<file path="config.mk">
export PLATFORM = sky130hd
export DESIGN_NAME = vga_draw_arbiter
export DESIGN_NICKNAME = d
export VERILOG_FILES = /design/src/rtl/vga_draw_pkg.sv /design/src/rtl/vga_draw_arbiter_rr.sv /design/src/rtl/vga_draw_arbiter.sv
export SDC_FILE = /design/constraint.sdc
export NUM_CORES = 1
export LEC_CHECK = 0
export ABC_AREA = 1
export CAP_MARGIN = 0
export CORE_ASPECT_RATIO = 0.6
export CORE_MARGIN = 3
export CORE_UTILIZATION = 45
export CTS_BUF_LIST = sky130_fd_sc_hd__clkbuf_16
export CTS_CLUSTER_SIZE = 30
export DETAILED_ROUTE_END_ITERATION = 7
export PLACE_DENSITY = 0.83
export REMOVE_ABC_BUFFERS = 1
export SETUP_SLACK_MARGIN = 0.5
export SLEW_MARGIN = 40
export SYNTH_ARGS = -nofsm -noshare
export SYNTH_HDL_FRONTEND = slang
export SYNTH_SLANG_ARGS = --single-unit
</file>
<file path="constraint.sdc">
create_clock -name clock -period 4.7 [get_ports clock]
set_clock_uncertainty 0.2 [all_clocks]
set_input_delay 0.47 -clock clock [delete_from_list [all_inputs] [get_ports clock]]
set_output_delay 0.47 -clock clock [all_outputs]
set_load 0.03 [all_outputs]
</file>
<file path="src/rtl/vga_draw_pkg.sv">
// Shared types and default geometry for the VGA pixel-draw arbiter.
package vga_draw_pkg;

  typedef enum logic [1:0] {
    ARB   = 2'd0,
    CLEAR = 2'd1,
    DONE  = 2'd2
  } state_e;

  localparam int SCREEN_W_DEF = 320;
  localparam int SCREEN_H_DEF = 240;
  localparam int X_W_DEF      = 9;
  localparam int Y_W_DEF      = 8;
  localparam int COLOR_W_DEF  = 3;

endpackage

</file>
<file path="src/rtl/vga_draw_arbiter_rr.sv">
// Combinational round-robin picker: scans from the channel after ptr_i, wrapping at NUM_CH.
module rr_arbiter #(
  parameter int NUM_CH = 2,
  parameter int IDX_W  = $clog2(NUM_CH)
) (
  input  logic [NUM_CH-1:0] req_i,
  input  logic [IDX_W-1:0]  ptr_i,
  output logic [NUM_CH-1:0] grant_o,
  output logic [IDX_W-1:0]  idx_o,
  output logic              valid_o
);

  int c;

  always_comb begin
    // NOTE: every output gets a default before the loop, so no latch is inferred.
    grant_o = '0;
    idx_o   = '0;
    valid_o = 1'b0;
    c       = 0;
    for (int k = 1; k <= NUM_CH; k++) begin
      c = int'(ptr_i) + k;
      if (c >= NUM_CH) c = c - NUM_CH;
      if (!valid_o && req_i[c[IDX_W-1:0]]) begin
        valid_o                 = 1'b1;
        grant_o[c[IDX_W-1:0]]   = 1'b1;
        idx_o                   = c[IDX_W-1:0];
      end
    end
  end

endmodule

</file>
<file path="src/rtl/vga_draw_arbiter.sv">
// Multiplexes NUM_CH pixel writers and a full-screen fill onto one VGA write port.
// Define DRAW_BOUNDS_CHECK_EN to suppress plotting of off-screen granted pixels.
module vga_draw_arbiter
  import vga_draw_pkg::*;
#(
  parameter int NUM_CH   = 2,
  parameter int X_W      = X_W_DEF,
  parameter int Y_W      = Y_W_DEF,
  parameter int COLOR_W  = COLOR_W_DEF,
  parameter int SCREEN_W = SCREEN_W_DEF,
  parameter int SCREEN_H = SCREEN_H_DEF
) (
  input  logic                      clock,
  input  logic                      resetn,
  input  logic [NUM_CH-1:0]         req,
  input  logic [NUM_CH*X_W-1:0]     x_in,
  input  logic [NUM_CH*Y_W-1:0]     y_in,
  input  logic [NUM_CH*COLOR_W-1:0] color_in,
  output logic [NUM_CH-1:0]         grant,
  input  logic                      clear_start,
  input  logic [COLOR_W-1:0]        clear_color,
  output logic                      clear_busy,
  output logic                      clear_done,
  output logic                      plot,
  output logic [X_W-1:0]            x,
  output logic [Y_W-1:0]            y,
  output logic [COLOR_W-1:0]        colour
);

  localparam int IDX_W = $clog2(NUM_CH);

  state_e               state_q, state_d;
  logic [IDX_W-1:0]     ptr_q, ptr_d;
  logic                 plot_q, plot_d;
  logic [X_W-1:0]       x_q, x_d;
  logic [Y_W-1:0]       y_q, y_d;
  logic [COLOR_W-1:0]   col_q, col_d;
  logic                 busy_q, busy_d;
  logic                 done_q, done_d;
  logic [X_W-1:0]       cnt_x_q, cnt_x_d;
  logic [Y_W-1:0]       cnt_y_q, cnt_y_d;
  logic [COLOR_W-1:0]   fill_col_q, fill_col_d;

  logic [NUM_CH-1:0]    arb_req;
  logic [NUM_CH-1:0]    gnt;
  logic [IDX_W-1:0]     gnt_idx;
  logic                 gnt_valid;
  logic [X_W-1:0]       x_sel;
  logic [Y_W-1:0]       y_sel;
  logic [COLOR_W-1:0]   col_sel;

  // Requests are only visible to the picker in ARB when no fill is being accepted.
  assign arb_req = (state_q == ARB && !clear_start) ? req : '0;

  rr_arbiter #(.NUM_CH(NUM_CH), .IDX_W(IDX_W)) u_rr (
    .req_i   (arb_req),
    .ptr_i   (ptr_q),
    .grant_o (gnt),
    .idx_o   (gnt_idx),
    .valid_o (gnt_valid)
  );

  always_comb begin
    x_sel   = '0;
    y_sel   = '0;
    col_sel = '0;
    for (int i = 0; i < NUM_CH; i++) begin
      if (gnt[i]) begin
        x_sel   = x_in[i*X_W +: X_W];
        y_sel   = y_in[i*Y_W +: Y_W];
        col_sel = color_in[i*COLOR_W +: COLOR_W];
      end
    end
  end

`ifdef DRAW_BOUNDS_CHECK_EN
  logic in_bounds;
  assign in_bounds = (32'(x_sel) < SCREEN_W) && (32'(y_sel) < SCREEN_H);
`endif

  always_comb begin
    state_d    = state_q;
    ptr_d      = ptr_q;
    plot_d     = 1'b0;
    x_d        = x_q;
    y_d        = y_q;
    col_d      = col_q;
    busy_d     = busy_q;
    done_d     = 1'b0;
    cnt_x_d    = cnt_x_q;
    cnt_y_d    = cnt_y_q;
    fill_col_d = fill_col_q;
    unique case (state_q)
      ARB: begin
        if (clear_start) begin
          state_d    = CLEAR;
          fill_col_d = clear_color;
          busy_d     = 1'b1;
          cnt_x_d    = '0;
          cnt_y_d    = '0;
        end else if (gnt_valid) begin
          ptr_d = gnt_idx;
          x_d   = x_sel;
          y_d   = y_sel;
          col_d = col_sel;
`ifdef DRAW_BOUNDS_CHECK_EN
          plot_d = in_bounds;
`else
          plot_d = 1'b1;
`endif
        end
      end
      CLEAR: begin
        plot_d = 1'b1;
        x_d    = cnt_x_q;
        y_d    = cnt_y_q;
        col_d  = fill_col_q;
        if (cnt_x_q == X_W'(SCREEN_W - 1)) begin
          cnt_x_d = '0;
          if (cnt_y_q == Y_W'(SCREEN_H - 1)) begin
            cnt_y_d = '0;
            state_d = DONE;
            busy_d  = 1'b0;
            done_d  = 1'b1;
          end else begin
            cnt_y_d = cnt_y_q + 1'b1;
          end
        end else begin
          cnt_x_d = cnt_x_q + 1'b1;
        end
      end
      DONE:    state_d = ARB;
      default: state_d = ARB;
    endcase
  end

  always_ff @(posedge clock or negedge resetn) begin
    if (!resetn) begin
      state_q    <= ARB;
      ptr_q      <= IDX_W'(NUM_CH - 1);
      plot_q     <= 1'b0;
      x_q        <= '0;
      y_q        <= '0;
      col_q      <= '0;
      busy_q     <= 1'b0;
      done_q     <= 1'b0;
      cnt_x_q    <= '0;
      cnt_y_q    <= '0;
      fill_col_q <= '0;
    end else begin
      // NOTE: state registers use non-blocking assignment so all flops update together.
      state_q    <= state_d;
      ptr_q      <= ptr_d;
      plot_q     <= plot_d;
      x_q        <= x_d;
      y_q        <= y_d;
      col_q      <= col_d;
      busy_q     <= busy_d;
      done_q     <= done_d;
      cnt_x_q    <= cnt_x_d;
      cnt_y_q    <= cnt_y_d;
      fill_col_q <= fill_col_d;
    end
  end

  assign grant      = gnt;
  assign plot       = plot_q;
  assign x          = x_q;
  assign y          = y_q;
  assign colour     = col_q;
  assign clear_busy = busy_q;
  assign clear_done = done_q;

endmodule
</file>
==> results of run 1 <==
==> cell usage after synthesis, types with 2 or more instances <==
library cell / instances
a21oi_1: 2
buf_1: 2
buf_2: 9
clkbuf_1: 5
dfrtp_1: 45
ha_1: 2
inv_1: 22
mux2_2: 3
nand2_1: 93
nand2_2: 3
nand3_1: 66
nand3_2: 2
nand4_1: 26
nor2_1: 21
nor2_2: 3
o211ai_1: 2
o21ai_0: 4
o21ai_1: 2
xor2_1: 2
==> logic make-up (layout without fill, tap and decap cells) <==
kind of cell,after synthesis,in the layout,synth area share (%)
AO/OA/AOI/OAI,12,12,2.891
multiplexers,3,3,1.369
buffers and inverters,40,108,6.846
flip-flops,46,46,46.70
adder cells (fa/ha/maj),2,2,1.014
XOR/XNOR,3,3,1.065
AND/OR/NAND/NOR,215,215,40.11
==> layout make-up <==
class,instances,area [µm²]
Fill cell,450,1813
Sequential cell,46,1152
Multi-Input combinational cell,235,1146
Timing Repair Buffer,77,758.2
Clock buffer,5,125.1
Inverter,23,86.33
Tap cell,66,82.58
Clock inverter,3,16.27
==> sequential cells by signal, summed over array words and instances, names as in the netlist <==
name / count
colour: 3
y: 8
clear_done: 1
ptr_q: 1
plot: 1
clear_busy: 1
state_q: 2
cnt_y_q: 8
fill_col_q: 3
cnt_x_q: 9
x: 9
==> worst max path at each step <==
| stage | start | end | slack [ps] | cells after the start |
|---|---|---|---|---|
| after floorplan | state_q[0] | grant[1] | 2340 | 5 |
| after global placement | clear_start | grant[1] | 1800 | 8 |
| after detailed placement | clear_start | grant[1] | 1760 | 8 |
| after CTS | clear_start | grant[1] | 1750 | 8 |
| after global routing | clear_start | grant[1] | 1590 | 8 |
| final | clear_start | grant[1] | 1730 | 8 |
==> layer usage <==
layer  routed length, µm  vias up  GRT usage [%]
li1                    -     1210              -
met1                3290     1141          33.87
met2                2659      122          31.92
met3                 896        8          7.854
met4                  76        0          6.799
met5                   0        -              0
==> layout by cell type, fill, tap and decap left out <==
cell type	count
a21oi_1	2
a22o_1	1
buf_4	5
clkbuf_16	5
clkdlybuf4s50_1	71
clkinv_1	1
clkinv_2	1
clkinvlp_4	1
dfrtp_1	45
dfstp_2	1
dlygate4sd3_1	1
ha_1	2
inv_1	22
inv_2	1
mux2_2	3
nand2_1	93
nand2_2	3
nand3_1	66
nand3_2	2
nand4_1	26
nor2_1	21
nor2_2	3
nor2_4	1
o211ai_1	2
o21ai_0	4
o21ai_1	2
o21bai_1	1
xnor2_1	1
xor2_1	2
==> report_power, final <==
| part | leakage (nW) | switching, mW | internal [mW] | total, mW |
|---|---|---|---|---|
| Combinational | 0.818 | 0.0158 | 0.0345 | 0.0503 |
| Sequential | 0.584 | 0 | 0.396 | 0.396 |
| Clock | 0.0672 | 0.147 | 0.194 | 0.341 |
| Total | 1.47 | 0.163 | 0.625 | 0.787 |
==> tightest hold or removal path, cell delays in order (launching register included) <==
cell and delay, ps:
dfrtp_1 350, o21ai_1 70, nand2_1 50
==> stage by stage <==
step / utilization, % / total power [mW] / worst slack, ps / hold WS [ps] / instances
after floorplan: - / 0.4043 / 2343 / -25.59 / 304
after global placement: 62.03 / 0.4532 / 1796 / 272.3 / 446
after detailed placement: 62.08 / 0.4530 / 1755 / 289.4 / 446
after CTS: 65.00 / 0.7938 / 1748 / 309.1 / 455
after global routing: 65.00 / 0.8153 / 1590 / 323.4 / 455
final: 65.00 / 0.7872 / 1732 / 306.9 / 455
==> impl_summary.md, run 1 <==
Yosys
The top cell type's share of synthesized area is 45.64%. The prevailing post-synth register cell is dfrtp_1. Of all flip-flops after synthesis, the portion carrying an async set or reset was 100.0%. Summed over all instances, the cell type with the most area after synthesis is dfrtp_1.

The mapped netlist covers ~2500 µm². Counting flops with a built-in enable in the synthesized netlist gives 0. For this run, the number of Yosys warnings is 0. After synthesis, the mean cell area works out to between 7 and 8 µm². Of the synthesized area, sequential elements account for a little under half.

The count of mapped cells out of synthesis is around 320. The synthesis-stage register bit count is between 40 and 50. The count of distinct cell types in the synthesized netlist is 26.

By area the synthesized netlist is led by dfrtp_1, nand2_1, nand3_1.

Global route
After global routing the overflow that remains totals 0. The via count of the first global-routing pass is approximately 2400. The global-route total usage across every layer is a little under a quarter. The pin count of the biggest net entering global routing is 47. The number of antenna violations at the first check in global routing came to 0. The global-route wire length before repair is between 10000 and 15000 µm.

STA
Of the available clock period, the critical path in the final layout requires approximately 63%. Setup violations remaining at the end of the flow were counted as 0. The setup TNS after final layout is 0 ps. Measured against its own limit, the worst slew margin works out to between 50% and 60%. Setup repair after global routing left no endpoint under its margin. The post-layout minimum cycle time is 2968 ps. At the pin with the least slew margin, the transition time is about 610 ps. The timing-limited maximum frequency is about 0.34 GHz. The final count of hold timing violations is 0. The count of final max-slew check failures is 0.

Setup path
The worst register-to-register path begins at state_q[1]. Among cell families on the critical path, the largest total delay comes from buffers and inverters. The setup slack on the worst flop-to-flop path is between 2000 and 2500 ps. The number of cells on the worst reg-to-reg path is 7.

The library cell contributing the largest single delay on the critical path is clkdlybuf4s50_1. Data on the critical path is required at its endpoint by around 4000 ps. By startpoint and endpoint, the worst setup path is classified as in2out. STA classifies the critical path startpoint as an input port.

The worst setup path is captured at a primary output. The sum of buffers and inverters on the critical path is 5. The maximum fanout count along the critical path is 21. The endpoint of the lowest-slack register-to-register path is cnt_y_q[3]. STA puts the critical path data arrival time at 2300 ps. Traced cell by cell, the critical path runs through clkdlybuf4s50_1, inv_1, nand2_1, nor2_1, buf_4, nand2_1, inv_1, clkdlybuf4s50_1. The largest single stage delay on the critical path is 660 ps.

Outcome
The flow ran to the end, and the final reports show no timing, DRC or antenna violations.

Clock tree
The total number of clock tree sinks is 46. Clock latency on the worst-skew pair, taken at its later pin, is 290 ps. No sink is reached through more buffers than the 2 on the longest clock path. The number of hold buffers added after CTS was 1. Counting the buffers created by CTS gives 5.

Post-CTS timing repair inserted 0 buffers for setup. Gates resized during post-CTS repair numbered 0. CTS placed an instance of clkbuf_16 at the clock tree root.

The clock tree synthesis step divided the H-tree into 2 levels. The CTS tree is yes. After clock tree synthesis, the clock-pin slew on the worst setup and hold paths is approximately 60 ps.

Routing
The number of routed nets with antenna violations is 0. The detailed-route wire length is 6923 µm. Dividing the detail-routed via count by the number of cells gives approximately 5.5.

The total DRC errors in the routed layout is 0. The total number of vias is approximately 2500. The first TritonRoute pass finished after 4 iterations.

In the final routed layout, each cell accounts on average for between 15 and 20 µm. For this block, the initial DRC count from the detailed router was 200.

Placed design
Detailed placement ended at an HPWL of slightly below 5000 µm. The final weighted congestion in routability-driven placement is about 0.84. The instance area after placement is 3216 µm².

The count of buffers inserted at the top-level ports is 72.

Floorplan
During I/O placement, the number of pins put on the boundary was between 70 and 80. The region available for standard cell placement spans 5180 µm². In this run the vertical extent of the chip is around 63 µm.

The die covers about 6400 µm². From left edge to right edge, the die measures just over 100 µm. The number of rows created at floorplan is 20. For this configuration, the core starts out at a cell density of approximately 48%.

Final layout
The final standard cell area without fillers is roughly 3400 µm². The area growth from synthesis to layout is 36.46%. The proportion of layout cells with a drive suffix above 1 is under 10%. The antenna diode count is 0.

The net total in the final layout is 438.

Power
The worst-case IR drop observed on VDD is roughly 0.00013 V. The leakage power summed over all cells is 1.469 nW. The power density normalized to cell area is between 200 and 250 nW/µm².

Hold path
The number of cells on the worst hold path is 2. The type of the worst min-delay path is reg2reg. The end point of the worst hold path is clear_busy. The source of the worst hold timing path is clear_busy.

Job
Max-cap violations in this run came to 0.
Power figures use the tool's default switching activity.
==> inputs of run 2 (changes only) <==
Clock period 4.7 ns to 3.05 ns, I/O delays scaled along.
==> run 2 against run 1 <==
Effect of this change: via count up 1.7%; clock power up 50%; critical path type is now reg2out; total power up 53%; non-clock buffer count up 1; final area unchanged; register-to-register slack worse by 1200 ps; sequential power up 54%; largest cell class unchanged; cell count up 0.22%; die area unchanged; worst hold slack worse by 18 ps; highest routed layer unchanged.
==> impl_summary.md, run 2 (same netlist as run 1, synthesis figures left out) <==
Final layout
The proportion of layout cells with a drive suffix above 1 is 6.667% (-0.017 points). The area growth from synthesis to layout is 36.46% (unchanged). The most frequent standard cell in the layout excluding fill and tap cells is nand2_1. The final standard cell area without fillers is 3367 µm² (unchanged).

The top cell types in the final layout, fill and taps aside, are nand2_1, clkdlybuf4s50_1, nand3_1. The net total in the final layout is 439 (+0.23%). The antenna diode count was 0 (unchanged). The fraction of the core area covered by cells at the end of the flow came to 65.00% (unchanged).

Outcome
The flow ran to the end, and the final reports show no timing, DRC or antenna violations.

Power
The power density normalized to cell area is 356.6 nW/µm² (+53%). The worst ir drop on vdd is 0.0001951 V (+46%). The power share of the sequential group came to 50.8% (+0.5 points).

The leakage power summed over all cells was 1.482 nW (+0.87%). The net switching component of the power is 0.2424 mW (+49%). The clock network fraction of total power is 42.8% (-0.5 points). The share of total power in combinational logic is 6.4% (about the same). The power after layout is 1.201 mW (+53%). The design internal power is 0.9583 mW (+53%). The proportion of total power due to net switching is 20.19% (-0.47 points).

Setup path
The setup slack on the worst flop-to-flop path came to 1050 ps (-1240 ps). The slowest stage of the critical path belongs to the cell clkdlybuf4s50_1. Among the stages of the critical path, the cell type that occurs most often is nor2_2. The worst setup path is captured at a primary output. The kind of critical path is reg2out. The critical path starts at state_q[0]. Walking the worst path, the cells encountered are nor2_2, nand3_1, nor2_2, clkdlybuf4s50_1. The longest individual stage delay on the worst path is 710 ps (+50 ps). The startpoint of the worst-slack reg-to-reg timing path is cnt_x_q[0]. The maximum fanout count along the critical path came to 5 (-76%). STA classifies the critical path startpoint as a flip-flop.

The endpoint arrival time on the critical path came to 1960 ps (-340 ps). The worst path required time is 2540 ps (-1490 ps).

Routing
The total DRC errors in the routed layout was 0 (unchanged). The number of iterations in the first detailed-routing pass came to 6 (+2). The per-cell routed wire length is 15.52 µm (+2.0%). The number of vias per cell is 5.531 (+1.4%). The detailed-route wire length is 7079 µm (+2.3%). The total number of vias was 2522 (+1.7%).

The number of routed nets with antenna violations is 0 (unchanged). The violation count after the first detailed-route iteration is 191 (-4.5%).

Clock tree
The total number of clock tree sinks came to 46 (unchanged). The clock insertion delay at the later pin of the skew report came to 290 ps (about the same). The number of H-tree levels is 2 (unchanged). The maximum clock path buffer count was 2 (unchanged). The clock tree root driver cell is clkbuf_16. The number of buffers created by CTS is 5 (unchanged). The CTS clock-pin slew for the worst setup and hold paths is 60 ps (about the same). The post-CTS setup buffer count is 0 (unchanged). TritonCTS built the clock tree.

Global route
The via count of the first global-routing pass was 2443 (+0.37%). The global-route wire length before repair was 11360 µm (-2.0%). The global-route total usage across every layer is 22.63% (-0.43 points). The aggregate global routing overflow is 0 (unchanged).

The number of antenna violations at the first check in global routing is 0 (unchanged). The pin count of the biggest net entering global routing is 47 (unchanged).

Floorplan
The core area is 5180 µm² (unchanged). The number of rows created at floorplan was 20 (unchanged). The initial core utilization was 47.63% (unchanged). The number of I/O pins is 73 (unchanged). The die outline area is 6437 µm² (unchanged).

The die boundary width is 101.6 µm (unchanged). The vertical die dimension came to 63.36 µm (unchanged).

STA
The hold slack is 289.2 ps (-17.69 ps). The share of the cycle needed by the critical path after routing is between 80% and 90%. The count of final max-slew check failures is 0 (unchanged). The slew at the pin closest to its max-slew limit came to 585.6 ps (-19.53 ps). The setup TNS after final layout was 0 ps (unchanged).

The timing-limited maximum frequency is approximately 0.41 GHz. The relative slew slack was 60.87% (+1.3 points). The post-layout minimum cycle time is between 2000 and 2500 ps. Setup repair after global routing left no endpoint under its margin. The final setup violation count came to 0 (unchanged). The final count of hold timing violations is 0 (unchanged).

Placed design
The instance area after placement was 3221 µm² (+0.16%). The detailed-placement wirelength estimate is 4930 µm (+0.97%). The count of buffers inserted at the top-level ports is 72 (unchanged). The final weighted congestion in routability-driven placement is 0.8567 (+1.8%).

Hold path
The type of the worst min-delay path is reg2reg. The source of the worst hold timing path is clear_busy.

Job
The count of maximum capacitance violations is 0 (unchanged).
==> run 2: cell count changes in the layout (fill, tap and decap cells not counted) <==
cell / previous run / this run
buf_4: 5 / 7
clkinv_2: 1 / 0
clkdlybuf4s50_1: 71 / 70
inv_1: 22 / 24
clkinvlp_4: 1 / 0
==> run 2: timing repair <==
item | 4_1_cts | 5_1_grt
setup endpoints to repair | 0 | 0
hold endpoints to repair | 45 | 0
hold buffers | 1 | 0
resized for setup | 0 | 0
==> run 2: final timing paths <==
path / to / depth (start not counted)
setup / recovery: grant[0] / 4
hold / removal: clear_busy / 2
setup reg to reg: cnt_y_q[3] / 7
hold reg to reg: clear_busy / 2
max in group asynchronous: cnt_x_q[6] / 2
min in group asynchronous: x[1] / 2
==> run 2: worst max-delay path, delay by kind of cell (launching register included) <==
kind / cells / cell delay [ps]
buf+inv: 1 / 710
flops: 1 / 400
simple gates: 3 / 560
==> run 2: routing by layer <==
layer	global-route usage [%]	part of all wire, %
met4	9.287	1.3
met5	0	0
met3	7.080	12
met1	33.12	49
met2	30.62	38
==> run 2: area by class of cell <==
cell class / count / area [µm²]
Fill cell: 437 / 1813
Sequential cell: 46 / 1152
Clock buffer: 5 / 125.1
Tap cell: 66 / 82.58
Inverter: 23 / 86.33
Clock inverter: 3 / 11.26
Multi-Input combinational cell: 235 / 1146
Timing Repair Buffer: 78 / 763.2
==> run 2: through the flow <==
step,setup WS (ps),cells
floorplan,858.4,304
global placement,701.2,447
detailed placement,661.7,447
CTS,594.6,456
global route,536.3,456
finish,582.8,456
==> run 2: power by group through the flow <==
stage               clock (mW)  sequential (mW)  combinational, mW
floorplan                    0            0.622            0.00144
global placement             0            0.621             0.0766
detailed placement           0            0.621             0.0763
CTS                      0.522            0.610             0.0781
global route             0.546            0.610             0.0829
finish                   0.513            0.610             0.0770
==> inputs of run 3 (changes only) <==
Settings changed: CORE_UTILIZATION 45 to 43.
Clock period 3.05 ns to 2.03 ns, I/O delays scaled along.
==> run 3 against run 2 <==
Effect of this change: final area is 19% higher; largest cell class is now multi-input combinational cells; critical endpoint unchanged; non-clock buffer count is 36 higher; global-route usage is 3.0 points higher; clock power is 54% higher; first-iteration DRC count is 23% higher; total power is 53% higher.
==> impl_summary.md, run 3 (same netlist as run 1, synthesis figures left out) <==
Outcome
The flow ran to the end, and the final reports show no timing, DRC or antenna violations.

STA
The final count of hold timing violations is 0 (unchanged). The final setup violation count is 0 (unchanged). The slew at the pin closest to its max-slew limit is 514.1 ps (-71.51 ps).

The count of final max-slew check failures is 0 (unchanged). The relative slew slack is 65.73% (+4.9 points). The timing-limited maximum frequency is around 0.55 GHz.

The share of the cycle needed by the critical path after routing is between 90% and 100%. After layout, the minimum clock period comes to 1831 ps. The hold slack is 219.4 ps (-69.81 ps).

Setup repair after global routing could not meet its margin everywhere.

Routing
The total number of vias is 2803 (+11%). The detailed-route wire length was 8926 µm (+26%). The per-cell routed wire length is 17.75 µm (+14%). The number of iterations in the first detailed-routing pass is 6 (unchanged). The total DRC errors in the routed layout is 0 (unchanged).

The violation count after the first detailed-route iteration is 235 (+23%). The number of routed nets with antenna violations is 0 (unchanged). The number of vias per cell is 5.573 (+0.76%).

Hold path
The type of the worst min-delay path is in2async.

Setup path
The worst path required time is 1630 ps (-910 ps). STA classifies the critical path startpoint as a flip-flop. The longest individual stage delay on the worst path is 410 ps (-300 ps).

The kind of cell adding the most delay to the critical path is simple AND/OR/NAND/NOR gates. By instance count, the cell type seen most on the critical path is nor2_4. The endpoint arrival time on the critical path is 1430 ps (-530 ps). The maximum fanout count along the critical path is 5 (unchanged). STA classifies the critical path endpoint as a primary output. The sum of buffers and inverters on the critical path is 2 (+1).

The library cell contributing the largest single delay on the critical path is dfrtp_1. The kind of critical path is reg2out. The critical path goes through nor2_4, nand3_2, nor2_4, buf_12, buf_8.

Floorplan
The number of rows created at floorplan is 20 (unchanged). The die boundary width is 103.8 µm (+2.2%). The vertical die dimension is 64.68 µm (+2.1%).

The core area is 5305 µm² (+2.4%). The die outline area was 6713 µm² (+4.3%). The number of I/O pins is 73 (unchanged). The initial core utilization is 46.51% (-1.1 points).

Clock tree
The clock tree root driver cell is clkbuf_16. The number of buffers created by CTS is 5 (unchanged). The CTS clock-pin slew for the worst setup and hold paths is 60 ps (about the same). The CTS tree is yes. The clock insertion delay at the later pin of the skew report is 290 ps (about the same).

The maximum clock path buffer count is 2 (unchanged). The number of H-tree levels is 2 (unchanged). The total number of clock tree sinks is 46 (unchanged).

Final layout
The fraction of the core area covered by cells at the end of the flow is 75.73% (+11 points). The most frequent standard cell in the layout excluding fill and tap cells is nand2_1. The proportion of layout cells with a drive suffix above 1 is 24.65% (+18 points). The area growth from synthesis to layout is 62.83%. The net total in the final layout is 475 (+8.2%). The filler cell count is 391 (-11%). The antenna diode count is 0 (unchanged). The library cells used most frequently in the layout, excluding fill and tap cells, are nand2_1, nand3_1, clkdlybuf4s50_1.

Power
The power after layout is 1.832 mW (+53%). The power density normalized to cell area is 456.0 nW/µm² (+28%). The leakage power summed over all cells is 1.815 nW (+22%). The worst ir drop on vdd is 0.0003294 V (+69%).

Job
The count of maximum capacitance violations is 0 (unchanged).

Global route
The number of antenna violations at the first check in global routing was 0 (unchanged). The pin count of the biggest net entering global routing is 27 (-43%). The global-route total usage across every layer was 25.66% (+3.0 points). The global-route wire length before repair is 13550 µm (+19%). The via count of the first global-routing pass is 2648 (+8.4%).

The aggregate global routing overflow came to 0 (unchanged).

Placed design
The count of buffers inserted at the top-level ports is 72 (unchanged). The detailed-placement wirelength estimate is 5111 µm (+3.7%). The final weighted congestion in routability-driven placement is 0.8845 (+3.2%).
run 3: layout make-up:
type	instances	area, µm²	area share [%]
Multi-Input combinational cell	235	1360	33.85
Timing Repair Buffer	114	1174	29.21
Sequential cell	46	1161	28.90
Clock buffer	5	125.1	3.114
Tap cell	77	96.34	2.398
Inverter	23	88.84	2.211
Clock inverter	3	12.51	0.3114
run 3: metal layers:
| layer | vias to the layer above | GRT usage, % | share of wire, % |
|---|---|---|---|
| met4 | 0 | 7.960 | 2.5 |
| met2 | 199 | 39.98 | 44 |
| met1 | 1286 | 34.74 | 42 |
| met3 | 30 | 7.662 | 12 |
| met5 | - | 0 | 0 |
| li1 | 1288 | - | - |
run 3: final timing paths:
check	slack [ps]	cells past startpoint	endpoint	from
setup / recovery	200	5	grant[0]	state_q[0]
hold / removal	220	2	plot	resetn
max in group asynchronous	820	3	ptr_q	resetn
setup reg to reg	290	9	x[5]	state_q[0]
min in group clock	300	3	x[7]	x_in[7]
hold reg to reg	310	1	fill_col_q[1]	fill_col_q[1]
run 3: where the power goes:
group | leakage (nW) | switching (mW) | internal, mW
logic | 1.17 | 0.0441 | 0.0837
registers | 0.572 | 0 | 0.917
clock network | 0.0724 | 0.342 | 0.445
total | 1.82 | 0.386 | 1.45
run 3: metrics by stage:
stage | cell area (µm²) | setup slack [ps] | TNS (ps) | instances
4_1_cts | 3770 | 284.6 | 0 | 493
3_3_place_gp | 3307 | 242.5 | 0 | 465
3_5_place_dp | 3307 | 203.0 | 0 | 465
2_1_floorplan | 2385 | -59.58 | -59.58 | 304
6_report | 4018 | 199.0 | 0 | 503
5_1_grt | 4018 | 151.4 | 0 | 503
run 3: what timing repair did:
action,in CTS,in global routing
gates resized for setup,55,47
setup endpoints to repair,61,43
hold buffers,1,0
buffers inserted,17,8
pin swaps,13,18
cloned,2,2
hold endpoints to repair,20,0
